### config.mk
export PLATFORM = sky130hd
export DESIGN_NAME = writeback_arbiter_flat
export DESIGN_NICKNAME = d
export VERILOG_FILES = /design/src/rtl/wb_pkg.sv /design/src/rtl/writeback_arbiter_if.sv /design/src/rtl/wb_load_format.sv /design/src/rtl/writeback_arbiter.sv /design/src/flat_wrapper.sv
export SDC_FILE = /design/constraint.sdc
export NUM_CORES = 1
export LEC_CHECK = 0
export BUFFER_PORTS_ARGS = -buffer_cell sky130_fd_sc_hd__clkbuf_2
export CAP_MARGIN = 30
export CORE_AREA = 2 2 75 95
export CTS_CLUSTER_DIAMETER = 80
export DETAILED_ROUTE_END_ITERATION = 8
export DIE_AREA = 0 0 77 97
export PLACE_DENSITY = 0.81
export SETUP_SLACK_MARGIN = 0.1
export SLEW_MARGIN = 25
export SYNTH_ARGS = -nofsm -noshare
export SYNTH_HDL_FRONTEND = slang
export SYNTH_HIERARCHICAL = 1
export SYNTH_SLANG_ARGS = --single-unit
export TNS_END_PERCENT = 20
### constraint.sdc
create_clock -name clk -period 2 [get_ports clk]
set_input_delay 0.1 -clock clk [delete_from_list [all_inputs] [get_ports clk]]
set_output_delay 0.1 -clock clk [all_outputs]
set_load 0.1 [all_outputs]
### src/rtl/wb_pkg.sv
// Shared definitions for the writeback stage: load encodings,
// producer indices and the result bundle passed to the write port.
package wb_pkg;

    localparam logic [2:0] F3_LB  = 3'd0;
    localparam logic [2:0] F3_LH  = 3'd1;
    localparam logic [2:0] F3_LW  = 3'd2;
    localparam logic [2:0] F3_LBU = 3'd4;
    localparam logic [2:0] F3_LHU = 3'd5;

    localparam int SRC_LOAD   = 0;
    localparam int SRC_MULDIV = 1;
    localparam int SRC_ALU    = 2;

    typedef logic [1:0] src_idx_t;

    typedef struct packed {
        logic [4:0]  rd;
        logic [31:0] data;
    } wb_res_t;

    // Round-robin successor over the three producers.
    function automatic src_idx_t rr_next(src_idx_t i);
        return (i == 2'd2) ? 2'd0 : i + 2'd1;
    endfunction

    function automatic logic f3_ok(logic [2:0] f);
        return f == F3_LB || f == F3_LH || f == F3_LW ||
               f == F3_LBU || f == F3_LHU;
    endfunction

endpackage

### src/rtl/writeback_arbiter_if.sv
// Producer handshakes into the writeback stage and the
// register file write port it drives.
interface writeback_arbiter_if;

    logic        l_valid;
    logic        l_ready;
    logic [4:0]  l_rd;
    logic [31:0] l_word;
    logic [2:0]  l_funct3;
    logic [1:0]  l_addr;

    logic        m_valid;
    logic        m_ready;
    logic [4:0]  m_rd;
    logic [31:0] m_data;

    logic        a_valid;
    logic        a_ready;
    logic [4:0]  a_rd;
    logic [31:0] a_data;

    logic [4:0]  wreg;
    logic [31:0] wdata;
    logic        wen;
    logic        retire;

    modport master (
        output l_valid, l_rd, l_word, l_funct3, l_addr,
        output m_valid, m_rd, m_data,
        output a_valid, a_rd, a_data,
        input  l_ready, m_ready, a_ready,
        input  wreg, wdata, wen, retire
    );

    modport slave (
        input  l_valid, l_rd, l_word, l_funct3, l_addr,
        input  m_valid, m_rd, m_data,
        input  a_valid, a_rd, a_data,
        output l_ready, m_ready, a_ready,
        output wreg, wdata, wen, retire
    );

endinterface

### src/rtl/wb_load_format.sv
// Load data lane extract and sign/zero extension; purely combinational
// so a forwarding path can share it.
module wb_load_format (
    input  logic [31:0] l_word,
    input  logic [2:0]  l_funct3,
    input  logic [1:0]  l_addr,
    output logic [31:0] data
);
    import wb_pkg::*;

    logic [7:0]  b;
    logic [15:0] h;

    always_comb begin
        b = l_word[7:0];
        unique case (l_addr)
            2'd0: b = l_word[7:0];
            2'd1: b = l_word[15:8];
            2'd2: b = l_word[23:16];
            2'd3: b = l_word[31:24];
            default: b = l_word[7:0];
        endcase
    end

    // addr[0] is ignored for halfwords; misalignment traps earlier.
    assign h = l_addr[1] ? l_word[31:16] : l_word[15:0];

    always_comb begin
        data = '0;
        case (l_funct3)
            F3_LB:   data = {{24{b[7]}}, b};
            F3_LBU:  data = {24'b0, b};
            F3_LH:   data = {{16{h[15]}}, h};
            F3_LHU:  data = {16'b0, h};
            F3_LW:   data = l_word;
            default: data = '0;
        endcase
    end

endmodule

### src/rtl/writeback_arbiter.sv
// Writeback stage: round-robin pick of one producer per cycle and a
// registered register-file write plus retire pulse.
module writeback_arbiter #(
    parameter int NSRC = 3
) (
    input logic            clk,
    input logic            reset_n,
    writeback_arbiter_if.slave bus
);
    import wb_pkg::*;

    logic [31:0]     ld_data;
    logic [NSRC-1:0] valid;
    logic [NSRC-1:0] gnt;
    wb_res_t         res [NSRC];
    wb_res_t         sel;
    src_idx_t        ptr;
    src_idx_t        gidx;

    wb_load_format u_fmt (
        .l_word   (bus.l_word),
        .l_funct3 (bus.l_funct3),
        .l_addr   (bus.l_addr),
        .data     (ld_data)
    );

    assign valid = {bus.a_valid, bus.m_valid, bus.l_valid};

    assign res[SRC_LOAD]   = '{rd: bus.l_rd, data: ld_data};
    assign res[SRC_MULDIV] = '{rd: bus.m_rd, data: bus.m_data};
    assign res[SRC_ALU]    = '{rd: bus.a_rd, data: bus.a_data};

    // Walk ptr, ptr+1, ptr+2 and take the first valid source.
    always_comb begin
        src_idx_t idx;
        gnt  = '0;
        gidx = ptr;
        idx  = ptr;
        for (int k = 0; k < NSRC; k++) begin
            if (reset_n && gnt == '0 && valid[idx]) begin
                gnt[idx] = 1'b1;
                gidx     = idx;
            end
            idx = rr_next(idx);
        end
    end

    assign bus.l_ready = gnt[SRC_LOAD];
    assign bus.m_ready = gnt[SRC_MULDIV];
    assign bus.a_ready = gnt[SRC_ALU];

    always_comb begin
        sel = '0;
        unique case (1'b1)
            gnt[SRC_LOAD]:   sel = res[SRC_LOAD];
            gnt[SRC_MULDIV]: sel = res[SRC_MULDIV];
            gnt[SRC_ALU]:    sel = res[SRC_ALU];
            default:         sel = '0;
        endcase
    end

    always_ff @(posedge clk) begin
        if (!reset_n) begin
            ptr        <= '0;
            bus.wen    <= 1'b0;
            bus.retire <= 1'b0;
            bus.wreg   <= '0;
            bus.wdata  <= '0;
        end else if (gnt != '0) begin
            ptr        <= rr_next(gidx);
            bus.wreg   <= sel.rd;
            bus.wdata  <= sel.data;
            bus.wen    <= (sel.rd != 5'd0);
            bus.retire <= 1'b1;
        end else begin
            bus.wen    <= 1'b0;
            bus.retire <= 1'b0;
        end
    end

`ifndef SYNTHESIS
    // The issue scoreboard should make duplicate live rds impossible.
    always @(posedge clk) begin
        if (reset_n) begin
            if (bus.l_ready && !f3_ok(bus.l_funct3))
                $display("wb_arbiter: error: bad load funct3 %0d",
                         bus.l_funct3);
            for (int i = 0; i < NSRC; i++)
                for (int j = i + 1; j < NSRC; j++)
                    if (valid[i] && valid[j] &&
                        res[i].rd != 5'd0 && res[i].rd == res[j].rd)
                        $display("wb_arbiter: error: rd %0d from src %0d and %0d",
                                 res[i].rd, i, j);
        end
    end
`endif

endmodule
### src/flat_wrapper.sv
// flat-port wrapper written by rule: the top's interface ports become plain ports
module writeback_arbiter_flat import wb_pkg::*;
#(
    parameter int NSRC = 3
)
  (clk, reset_n, bus_l_valid, bus_l_rd, bus_l_word, bus_l_funct3, bus_l_addr, bus_m_valid, bus_m_rd, bus_m_data, bus_a_valid, bus_a_rd, bus_a_data, bus_l_ready, bus_m_ready, bus_a_ready, bus_wreg, bus_wdata, bus_wen, bus_retire);
  writeback_arbiter_if bus_i ();
  input logic clk;
  input logic reset_n;
  input wire logic [$bits(bus_i.l_valid)-1:0] bus_l_valid;
  input wire logic [$bits(bus_i.l_rd)-1:0] bus_l_rd;
  input wire logic [$bits(bus_i.l_word)-1:0] bus_l_word;
  input wire logic [$bits(bus_i.l_funct3)-1:0] bus_l_funct3;
  input wire logic [$bits(bus_i.l_addr)-1:0] bus_l_addr;
  input wire logic [$bits(bus_i.m_valid)-1:0] bus_m_valid;
  input wire logic [$bits(bus_i.m_rd)-1:0] bus_m_rd;
  input wire logic [$bits(bus_i.m_data)-1:0] bus_m_data;
  input wire logic [$bits(bus_i.a_valid)-1:0] bus_a_valid;
  input wire logic [$bits(bus_i.a_rd)-1:0] bus_a_rd;
  input wire logic [$bits(bus_i.a_data)-1:0] bus_a_data;
  output wire logic [$bits(bus_i.l_ready)-1:0] bus_l_ready;
  output wire logic [$bits(bus_i.m_ready)-1:0] bus_m_ready;
  output wire logic [$bits(bus_i.a_ready)-1:0] bus_a_ready;
  output wire logic [$bits(bus_i.wreg)-1:0] bus_wreg;
  output wire logic [$bits(bus_i.wdata)-1:0] bus_wdata;
  output wire logic [$bits(bus_i.wen)-1:0] bus_wen;
  output wire logic [$bits(bus_i.retire)-1:0] bus_retire;
  assign bus_i.l_valid = bus_l_valid;
  assign bus_i.l_rd = bus_l_rd;
  assign bus_i.l_word = bus_l_word;
  assign bus_i.l_funct3 = bus_l_funct3;
  assign bus_i.l_addr = bus_l_addr;
  assign bus_i.m_valid = bus_m_valid;
  assign bus_i.m_rd = bus_m_rd;
  assign bus_i.m_data = bus_m_data;
  assign bus_i.a_valid = bus_a_valid;
  assign bus_i.a_rd = bus_a_rd;
  assign bus_i.a_data = bus_a_data;
  assign bus_l_ready = bus_i.l_ready;
  assign bus_m_ready = bus_i.m_ready;
  assign bus_a_ready = bus_i.a_ready;
  assign bus_wreg = bus_i.wreg;
  assign bus_wdata = bus_i.wdata;
  assign bus_wen = bus_i.wen;
  assign bus_retire = bus_i.retire;
  writeback_arbiter #(.NSRC(NSRC)) u_core (.clk(clk), .reset_n(reset_n), .bus(bus_i));
endmodule
=== Yosys cells after proc, flatten, opt, wreduce, memory -nomap -nowiden ===
Index checks and enable logic that the tools add are counted.

* Register bits after elaboration: 41
* Word-level logic and storage cells: 66
* Bits of input ports: 121
* Output and inout port bits: 42

* Mux-type cells: 25
* Magnitude comparators: 6
* Equality and inequality tests: 10
* Bitwise gates (word level): 2
* Reductions and logical operators: 15
* Add/sub/neg operators: 3

{| class="wikitable"
|+ Operators with widths
! cell !! number
|-
| $pmux W32 S5 || 1
|-
| $pmux W37 S3 || 1
|-
| $pmux W8 S4 || 1
|-
| $mux W16 || 1
|-
| $eq A2 B2 Y1 const B || 5
|-
| $mux W2 || 5
|-
| $logic_not A3 Y1 || 3
|-
| $lt A2 B3 Y1 const B || 3
|-
| $mux W3 || 3
|-
| $logic_and A1 B1 Y1 || 8
|-
| $mux W1 || 7
|-
| $add A2 B1 Y2 const B || 3
|-
| $bmux W1 S2 || 3
|-
| $demux W1 S2 || 3
|-
| $eq A3 B3 Y1 const B || 2
|-
| $ge A2 B1 Y1 const B || 3
|-
| $or A3 B3 Y3 || 2
|-
| $reduce_bool A5 Y1 || 1
|-
| $eq A3 B1 Y1 const B || 1
|-
| $eq A3 B2 Y1 const B || 1
|-
| $reduce_bool A3 Y1 || 1
|-
| $eq A2 B1 Y1 const B || 1
|-
| $logic_not A2 Y1 || 1
|-
| $reduce_and A2 Y1 || 1
|}

=== Longest topological paths before layout ===
Gate-level depths: netlist of run 1.

* Word-level depth: 15
* Depth in mapped cells: 8
* Mapped depth without buffers: 6

=== Modules after synthesis ===
Netlist of run 1, hierarchy kept.

{| class="wikitable"
|+ Modules (own cells, without submodules)
! module !! seq. area each (um2) !! instances !! cells an instance !! area an instance (um2)
|-
| writeback_arbiter || 820.8 || 1 || 191 || 1821.7
|-
| wb_load_format || 0.0 || 1 || 128 || 1066.0
|}

=== Worst setup path after synthesis of run 1 ===
Ideal clock, no wire load.

* Path kind: flip-flop to flip-flop
* Start point: register u_core.ptr[0]
* End point: register u_core.bus.wdata[10]
* Required time: 1.930 ns
* Period minus slack after synthesis: 1.694 ns
* Buffers on the path: 2
* Slack: 0.306 ns
* Library setup time: 0.070 ns
* Arrival: 1.624 ns
* Stages on the path, launching flop included: 7
* Cell sequence: dfxtp_1 nor2b_1 a211oi_2 buf_2 buf_2 nand2_1 a21boi_1

* Longest elaborated chain between the ends: 14
* Elaborated cells on any way between the ends: 41
* Those cells by class: 2 x add/sub; 6 x order compare; 2 x eq/ne; 18 x mux; 2 x bitwise; 11 x reduce/logical

{| class="wikitable"
|+ RTL lines
! item !! RTL line !! text
|-
| from (decl) || writeback_arbiter.sv:17 || <nowiki>src_idx_t ptr;</nowiki>
|-
| from (signal assigned) || writeback_arbiter.sv:70 || <nowiki>ptr <= rr_next(gidx);</nowiki>
|-
| parallel branches: the longest is 12 deep, another holds $lt A2 B3 Y1 || - ||
|-
| $mux W3 * || writeback_arbiter.sv:40 || <nowiki>if (reset_n && gnt == '0 && valid[idx]) begin</nowiki>
|-
| net bus_l_ready || flat_wrapper.sv:21 || <nowiki>output wire logic [$bits(bus_i.l_ready)-1:0] bus_l_ready;</nowiki>
|-
| $pmux W37 S3 / $reduce_bool A3 Y1 (equally long branches) || writeback_arbiter.sv:54, writeback_arbiter.sv:69 ||
|-
| to (signal assigned) || writeback_arbiter.sv:72 || <nowiki>bus.wdata <= sel.data;</nowiki>
|-
| to (decl) || writeback_arbiter_if.sv:40 || <nowiki>output wreg, wdata, wen, retire</nowiki>
|}

Mark *: on every way through the listed nets, which the timed path passes. The select of a mux whose other input is x is not followed.
A chain may end at the register's enable or synchronous reset.

=== Worst setup path after layout of run 1 ===
* Start point: register u_core.ptr[0]
* End point: output bus_m_ready

* Longest elaborated chain between the ends: 13
* Elaborated cells on any way between the ends: 39
* Those cells by class: 2 x add/sub; 6 x order compare; 2 x eq/ne; 17 x mux; 2 x bitwise; 10 x reduce/logical

{| class="wikitable"
|+ RTL lines
! item !! RTL line !! text
|-
| parallel branches: the longest is 12 deep, another holds $lt A2 B3 Y1 || - ||
|-
| $mux W3 * || writeback_arbiter.sv:40 ||
|-
| to (decl) || flat_wrapper.sv:22 || <nowiki>output wire logic [$bits(bus_i.m_ready)-1:0] bus_m_ready;</nowiki>
|}

Mark *: on every way between the ends. The select of a mux whose other input is x is not followed.

==> results of run 1 <==
kinds of logic after synthesis:
| logic type | after synthesis | share of synthesized area |
|---|---|---|
| buffers and inverters | 43 | 0.0897 |
| and+or+nand+nor | 54 | 0.102 |
| AOI/OAI and AO/OA | 163 | 0.456 |
| DFF | 41 | 0.284 |
| muxes | 18 | 0.0685 |
through the flow:
| stage | hold slack, ns | total power [W] |
|---|---|---|
| after floorplan | 0.236 | 0.00186 |
| after global placement | 0.340 | 0.00216 |
| after detailed placement | 0.344 | 0.00218 |
| after CTS | 0.0341 | 0.00275 |
| after global routing | 0.0454 | 0.00286 |
| final | 0.0410 | 0.00274 |
critical path, stage by stage (launching register included):
cell and delay (ns):
dfxtp_2 0.39, nor2b_2 0.07, o21a_1 0.20, a211oi_4 0.27
buf_6 0.24, buf_12 0.20
power breakdown:
group / internal (W) / leakage [nW] / switching (W)
Sequential: 0.000889 / 0.339 / 0.0000396
Clock: 0.000280 / 0.0512 / 0.000289
Combinational: 0.000350 / 1.34 / 0.000895
synthesized netlist by cell type:
library cell  count
nand3_1           6
o21a_1            1
a22oi_1          24
mux2_4            1
a211oi_2          2
a31o_2            2
a22oi_4           1
or4bb_1           7
clkinv_1          1
o21ai_1           3
clkbuf_1         10
o21ai_0          24
buf_4             4
nor3b_2           1
nand2b_2          1
dfxtp_1          41
a21boi_1         17
or2_2             1
nor2b_1           3
buf_2            18
o21ai_2           1
mux2_2           10
o211a_1           1
and3_1            1
a21boi_2          1
mux2i_1           7
o221ai_2          7
a2bb2oi_1         1
a222oi_1         44
inv_1             1
inv_2             1
or3b_1            1
a21oi_1          17
nand2_1          31
nor2_1            2
buf_6             8
a211oi_1         16
o31ai_2           1
per-layer routing:
metal / wire length (um) / global-route usage
met1: 4040 / 0.313
met2: 4980 / 0.447
met3: 815 / 0.0401
met4: 238 / 0.0920
met5: 0 / 0
layout make-up:
type                            count  area, sq um  area share
Multi-Input combinational cell    235         1840       0.473
Timing Repair Buffer              179         1010       0.260
Sequential cell                    41          822       0.211
Tap cell                           87          109      0.0280
Clock buffer                        6         82.6      0.0212
Clock inverter                      2         13.8     0.00354
Inverter                            3         11.3     0.00290
how the worst max path moves through the flow:
stage | start | endpoint | cells after the start
5_1_grt | u_core/ptr[1]$_SDFFE_PN0N_ | bus_a_ready | 4
3_5_place_dp | bus_l_addr[0] | u_core/bus.wdata[12]$_SDFFE_PN0N_ | 6
4_1_cts | u_core/ptr[0]$_SDFFE_PN0N_ | bus_m_ready | 5
3_3_place_gp | bus_l_addr[0] | u_core/bus.wdata[11]$_SDFFE_PN0N_ | 6
2_1_floorplan | u_core/ptr[0]$_SDFFE_PN0N_ | u_core/bus.wdata[10]$_SDFFE_PN0N_ | 6
6_report | u_core/ptr[0]$_SDFFE_PN0N_ | bus_m_ready | 5
sequential cells by signal, indices dropped and copies added (netlist names):
| name | flops |
|---|---|
| u_core/bus.wreg | 5 |
| u_core/bus.wdata | 32 |
| u_core/bus.wen | 1 |
| u_core/bus.retire | 1 |
| u_core/ptr | 2 |
repair_timing:
item | CTS | global route
buffers inserted | 0 | 1
hold buffers | 0 | 0
setup endpoints to repair | 1 | 5
pin swaps | 0 | 2
resized for setup | 1 | 3
gates cloned | 0 | 0
==> results.cfg, run 1 <==
[die]
dieArea_sq_mm = 0.00747
die_x_um = 77
initial_core_util = 0.443
pin_count = 163
die_y_um = 97
rows = 33
core_area_sq_mm = 0.00652

[timing]
worst_pin_slew_ns = 0.598
min_period_ns = 1.77
slew-limit-headroom = 0.599
hold_viol_final = 0
fin_ws_ns = 0.226
setup-violations-final = 0
period_share = 0.887
max_freq_mhz = 564
rsz0062_at_grt = yes
tns_ns = 0
slew_violations = 0
skew_ns = 0.00825

[worst_hold_path]
hp-class = input pin to register
hold_start = bus_l_rd[4]
min_to = u_core/bus.wreg[4]$_SDFFE_PN0N_
hold_path_depth = 3

[finish]
drive_gt1_frac = 0.472
final_common_cell = clkbuf_2
area_delta_synth_final_pct = 34.7
stdcell_count = 553
fillers = 623
layout_common_cells = 159 x clkbuf_2, 44 x a222oi_1, 40 x dfxtp_1
n_antenna_cell = 0
final_area_sq_mm = 0.00389
nNetsFinal = 586
utilization = 0.596

[drt]
vias_per_cell = 6.12
routed_wl_um = 10100
drt-pass1-iter-count = 8
drc = 0
drt_iter0_markers = 353
ant_nets = 0
avgRoutedWirePerCell_um = 18.2
vias = 3387

[place]
portBuffers = 162
hpwl_um = 7640
gp_congestion = 0.944
dp.cells = 544
dp_slack_ns = 0.142
place_area_sq_mm = 0.00377

[setup_path]
rr_startpoint = u_core/ptr[0]$_SDFFE_PN0N_
rr_worst_depth = 6
path_max_fanout = 19
r2r_slack_ns = 0.25
cp.required_ns = 1.90
critPathArrivalTime_ns = 1.67
cp-start-kind = register
end_kind = output pin
crit_type = register to output pin
worstReg2RegEnd = u_core/bus.wdata[12]$_SDFFE_PN0N_

[global_route]
antenna_found_initial = 0
grt_pass1_vias = 3222
grt_max_degree = 36
grt_use_total = 0.255
grt_pass1_wl_um = 15700
grt.overflow.total = 0

[logic_synthesis]
yosysTopAreaCellShare = 0.284
syn_nets = 440
synth_area_sq_mm = 0.00289
postSynthCellCount = 319
yosys.area.top_type = dfxtp_1
yosysSeqAreaShare = 0.284
synth-seq-cells = 41
yosys_warnings = 6
synthTopCellsByArea = dfxtp_1 28%, a222oi_1 15%, a22oi_1 6.2%
yosysUniqueCellTypes = 38
syn_avg_cell_area_sq_um = 9.05

[clocking]
htreeDepth = 2
clock_sinks = 41
clk_path_buf_depth = 2
clkSlewWorstSetupHoldPaths_ns = 0.08
cts_inserted_buffers = 5
root_buffer = clkbuf_8
clk_latency_ns = 0.29
cts_tree = built

[power]
p_leak_nw = 1.73
p_per_area_mw_per_mm2 = 705
peakVddDrop_mv = 0.353

[run]
maxCapViolCount = 0

[status]
outcome = finished clean
Power figures use the tool's default switching activity.
==> inputs of run 2 (changes only) <==
ABC_AREA = 1   (was not set)
CORE_AREA = 2 2 81 103   (was 2 2 75 95)
DIE_AREA = 0 0 83 105   (was 0 0 77 97)
==> run 2 against run 1 <==
Effect of this change: the run now ends with setup timing left; die area rose by 17%; largest cell class unchanged; synthesized cell count rose by 110%; setup slack got worse by 0.49 ns.
==> results.cfg, run 2 <==
[drt]
ant_nets = 0
drt-pass1-iter-count = 5
drc = 0
drt_iter0_markers = 235
vias_per_cell = 5.05
routed_wl_um = 12400
vias = 4718
avgRoutedWirePerCell_um = 13.2

[setup_path]
end_kind = register
cp.required_ns = 2.19
critPathLaunch = u_core/ptr[1]$_SDFFE_PN0N_
cp-start-kind = register
path_max_fanout = 10
r2r_slack_ns = -0.26
worstReg2RegEnd = u_core/bus.wen$_SDFF_PN0_
rr_startpoint = u_core/ptr[1]$_SDFFE_PN0N_
critPathArrivalTime_ns = 2.45
rr_worst_depth = 14
critPathCapture = u_core/bus.wen$_SDFF_PN0_
crit_type = register to register

[worst_hold_path]
hp-class = input pin to register

[finish]
n_antenna_cell = 0
fillers = 715
multi_input_area_sq_mm = 0.00240
layout_common_cells = 247 x nand2_1, 159 x clkbuf_2, 98 x nand3_1
ff_latch_area_sq_um = 828
largest_reg_flops = 32
top_register = u_core/bus.wdata
final_common_cell = nand2_1
top_regs = u_core/bus.wdata x32, u_core/bus.wreg x5, u_core/ptr x2
nNetsFinal = 960
drive_gt1_frac = 0.315
area_delta_synth_final_pct = 40.3

[timing]
slew-limit-headroom = 0.631
period_share = 1.13
hold_viol_final = 0
worst_pin_slew_ns = 0.556
rsz0062_at_grt = yes
setup-violations-final = 44
slew_violations = 0
tns_ns = -9.32
min_period_ns = 2.26
max_freq_mhz = 442
fin_ws_ns = -0.264
skew_ns = 0.00757

[clocking]
cts_tree = built
clk_latency_ns = 0.30
ctsHoldBuffers = 0
clkSlewWorstSetupHoldPaths_ns = 0.08
cts_inserted_buffers = 5
root_buffer = clkbuf_8
htreeDepth = 2
clk_path_buf_depth = 2
clock_sinks = 41

[logic_synthesis]
synth.most_common_cell = nand2_1
yosys.area.top_type = nand2_1
netlist_top_cells_count = 251 x nand2_1, 101 x nand3_1, 79 x nor2_1
yosysUniqueCellTypes = 28
yosys_warnings = 6
synth_edf_count = 0
synthFlopType = dfxtp_1
syn_avg_cell_area_sq_um = 5.51
yosysSeqAreaShare = 0.227
synthTopCellsByArea = nand2_1 26%, dfxtp_1 23%, nand3_1 14%
postSynthCellCount = 658
yosysTopAreaCellShare = 0.260
async_reset_ff_frac = 0
synth_area_sq_mm = 0.00362
synth-seq-cells = 41
syn_nets = 779

[global_route]
grt_use_total = 0.275
grt_pass1_wl_um = 20100
grt_max_degree = 26
grt_pass1_vias = 4475
grt.overflow.total = 0
antenna_found_initial = 0

[run]
maxCapViolCount = 0

[die]
rows = 36
die_y_um = 105
core_area_sq_mm = 0.00770
initial_core_util = 0.470
dieArea_sq_mm = 0.00872
die_x_um = 83
pin_count = 163

[place]
gp_congestion = 0.921
portBuffers = 162
hpwl_um = 9050

[power]
p_leak_nw = 2.92
power_w = 0.00990
p_per_area_mw_per_mm2 = 1950
peakVddDrop_mv = 1.36

[status]
violations = setup timing
outcome = complete, but fails checks
==> run 2: changes by cell type after synthesis, moves of 24 or more <==
| cell | previous run | this run |
|---|---|---|
| nand3_1 | 6 | 101 |
| a222oi_1 | 44 | 0 |
| nand2_1 | 31 | 251 |
| nor2_1 | 2 | 79 |
| a22oi_1 | 24 | 0 |
| inv_1 | 1 | 71 |
==> run 2: cell type report <==
class,count,area share
clock inverters,3,0.0128
multi-input cells,506,0.472
clock buffers,5,0.0135
well taps,95,0.0234
inverters,77,0.0591
flip-flops and latches,41,0.163
repair buffers,208,0.256
==> run 2: routing by layer <==
layer  wire (um)  track usage  vias up
met2        6400        0.509      220
met3         775       0.0324       28
met5           0            0        -
met4         340        0.111        0
li1            -            -     2400
met1        4860        0.316     2070
==> run 2: cells by family after synthesis <==
kind of cell,count (synthesis),synth area share
buffers and inverters,111,0.147
AO/OA/AOI/OAI,47,0.0708
AND/OR/NAND/NOR,459,0.555
flip-flops,41,0.227
==> run 2: what timing repair did <==
item / 4_1_cts / 5_1_grt
gates cloned: 1 / 0
endpoints found under the setup margin: 44 / 44
setup buffers: 18 / 6
resized for setup: 34 / 14
pin swaps: 19 / 11
==> run 2: how the worst min path moves through the flow <==
stage / from / end / slack (ns) / cells past startpoint
6_report: bus_l_rd[0] / u_core/bus.wreg[0]$_SDFFE_PN0N_ / 0.12 / 5
3_3_place_gp: bus_l_rd[0] / u_core/bus.wreg[0]$_SDFFE_PN0N_ / 0.42 / 5
2_1_floorplan: reset_n / u_core/bus.wdata[13]$_SDFFE_PN0N_ / 0.28 / 2
5_1_grt: bus_l_rd[0] / u_core/bus.wreg[0]$_SDFFE_PN0N_ / 0.15 / 5
4_1_cts: bus_l_rd[0] / u_core/bus.wreg[0]$_SDFFE_PN0N_ / 0.12 / 5
3_5_place_dp: bus_l_rd[0] / u_core/bus.wreg[0]$_SDFFE_PN0N_ / 0.43 / 5
==> run 2: critical path, stage by stage, from the launching register on <==
cell and delay [ns]:
dfxtp_4 0.41, buf_6 0.15, nand3_4 0.08, nand3_4 0.12, nand4_1 0.22, nand2_4 0.17
nor2_4 0.06, buf_6 0.12, nand3_4 0.06, nand2_4 0.08, bufbuf_16 0.29, nand2_1 0.06
nand3_1 0.10, nor2_1 0.14, nand3_1 0.09
==> run 2: through the flow <==
step	setup slack (ns)	util	std cells	hold WS (ns)	instance area, sq um
floorplan	0.0284	-	658	0.283	3660
global placement	0.00401	0.592	902	0.422	4560
detailed placement	-0.117	0.592	902	0.426	4560
CTS	-0.175	0.648	929	0.116	4990
global route	-0.352	0.660	935	0.147	5080
finish	-0.264	0.660	935	0.121	5080
==> run 2: report_power, final <==
| group | internal [W] | leakage [nW] | total [W] | switching, W |
|---|---|---|---|---|
| Sequential | 0.00120 | 0.341 | 0.00144 | 0.000237 |
| Combinational | 0.00223 | 2.51 | 0.00767 | 0.00544 |
| Clock | 0.000496 | 0.0681 | 0.000794 | 0.000298 |
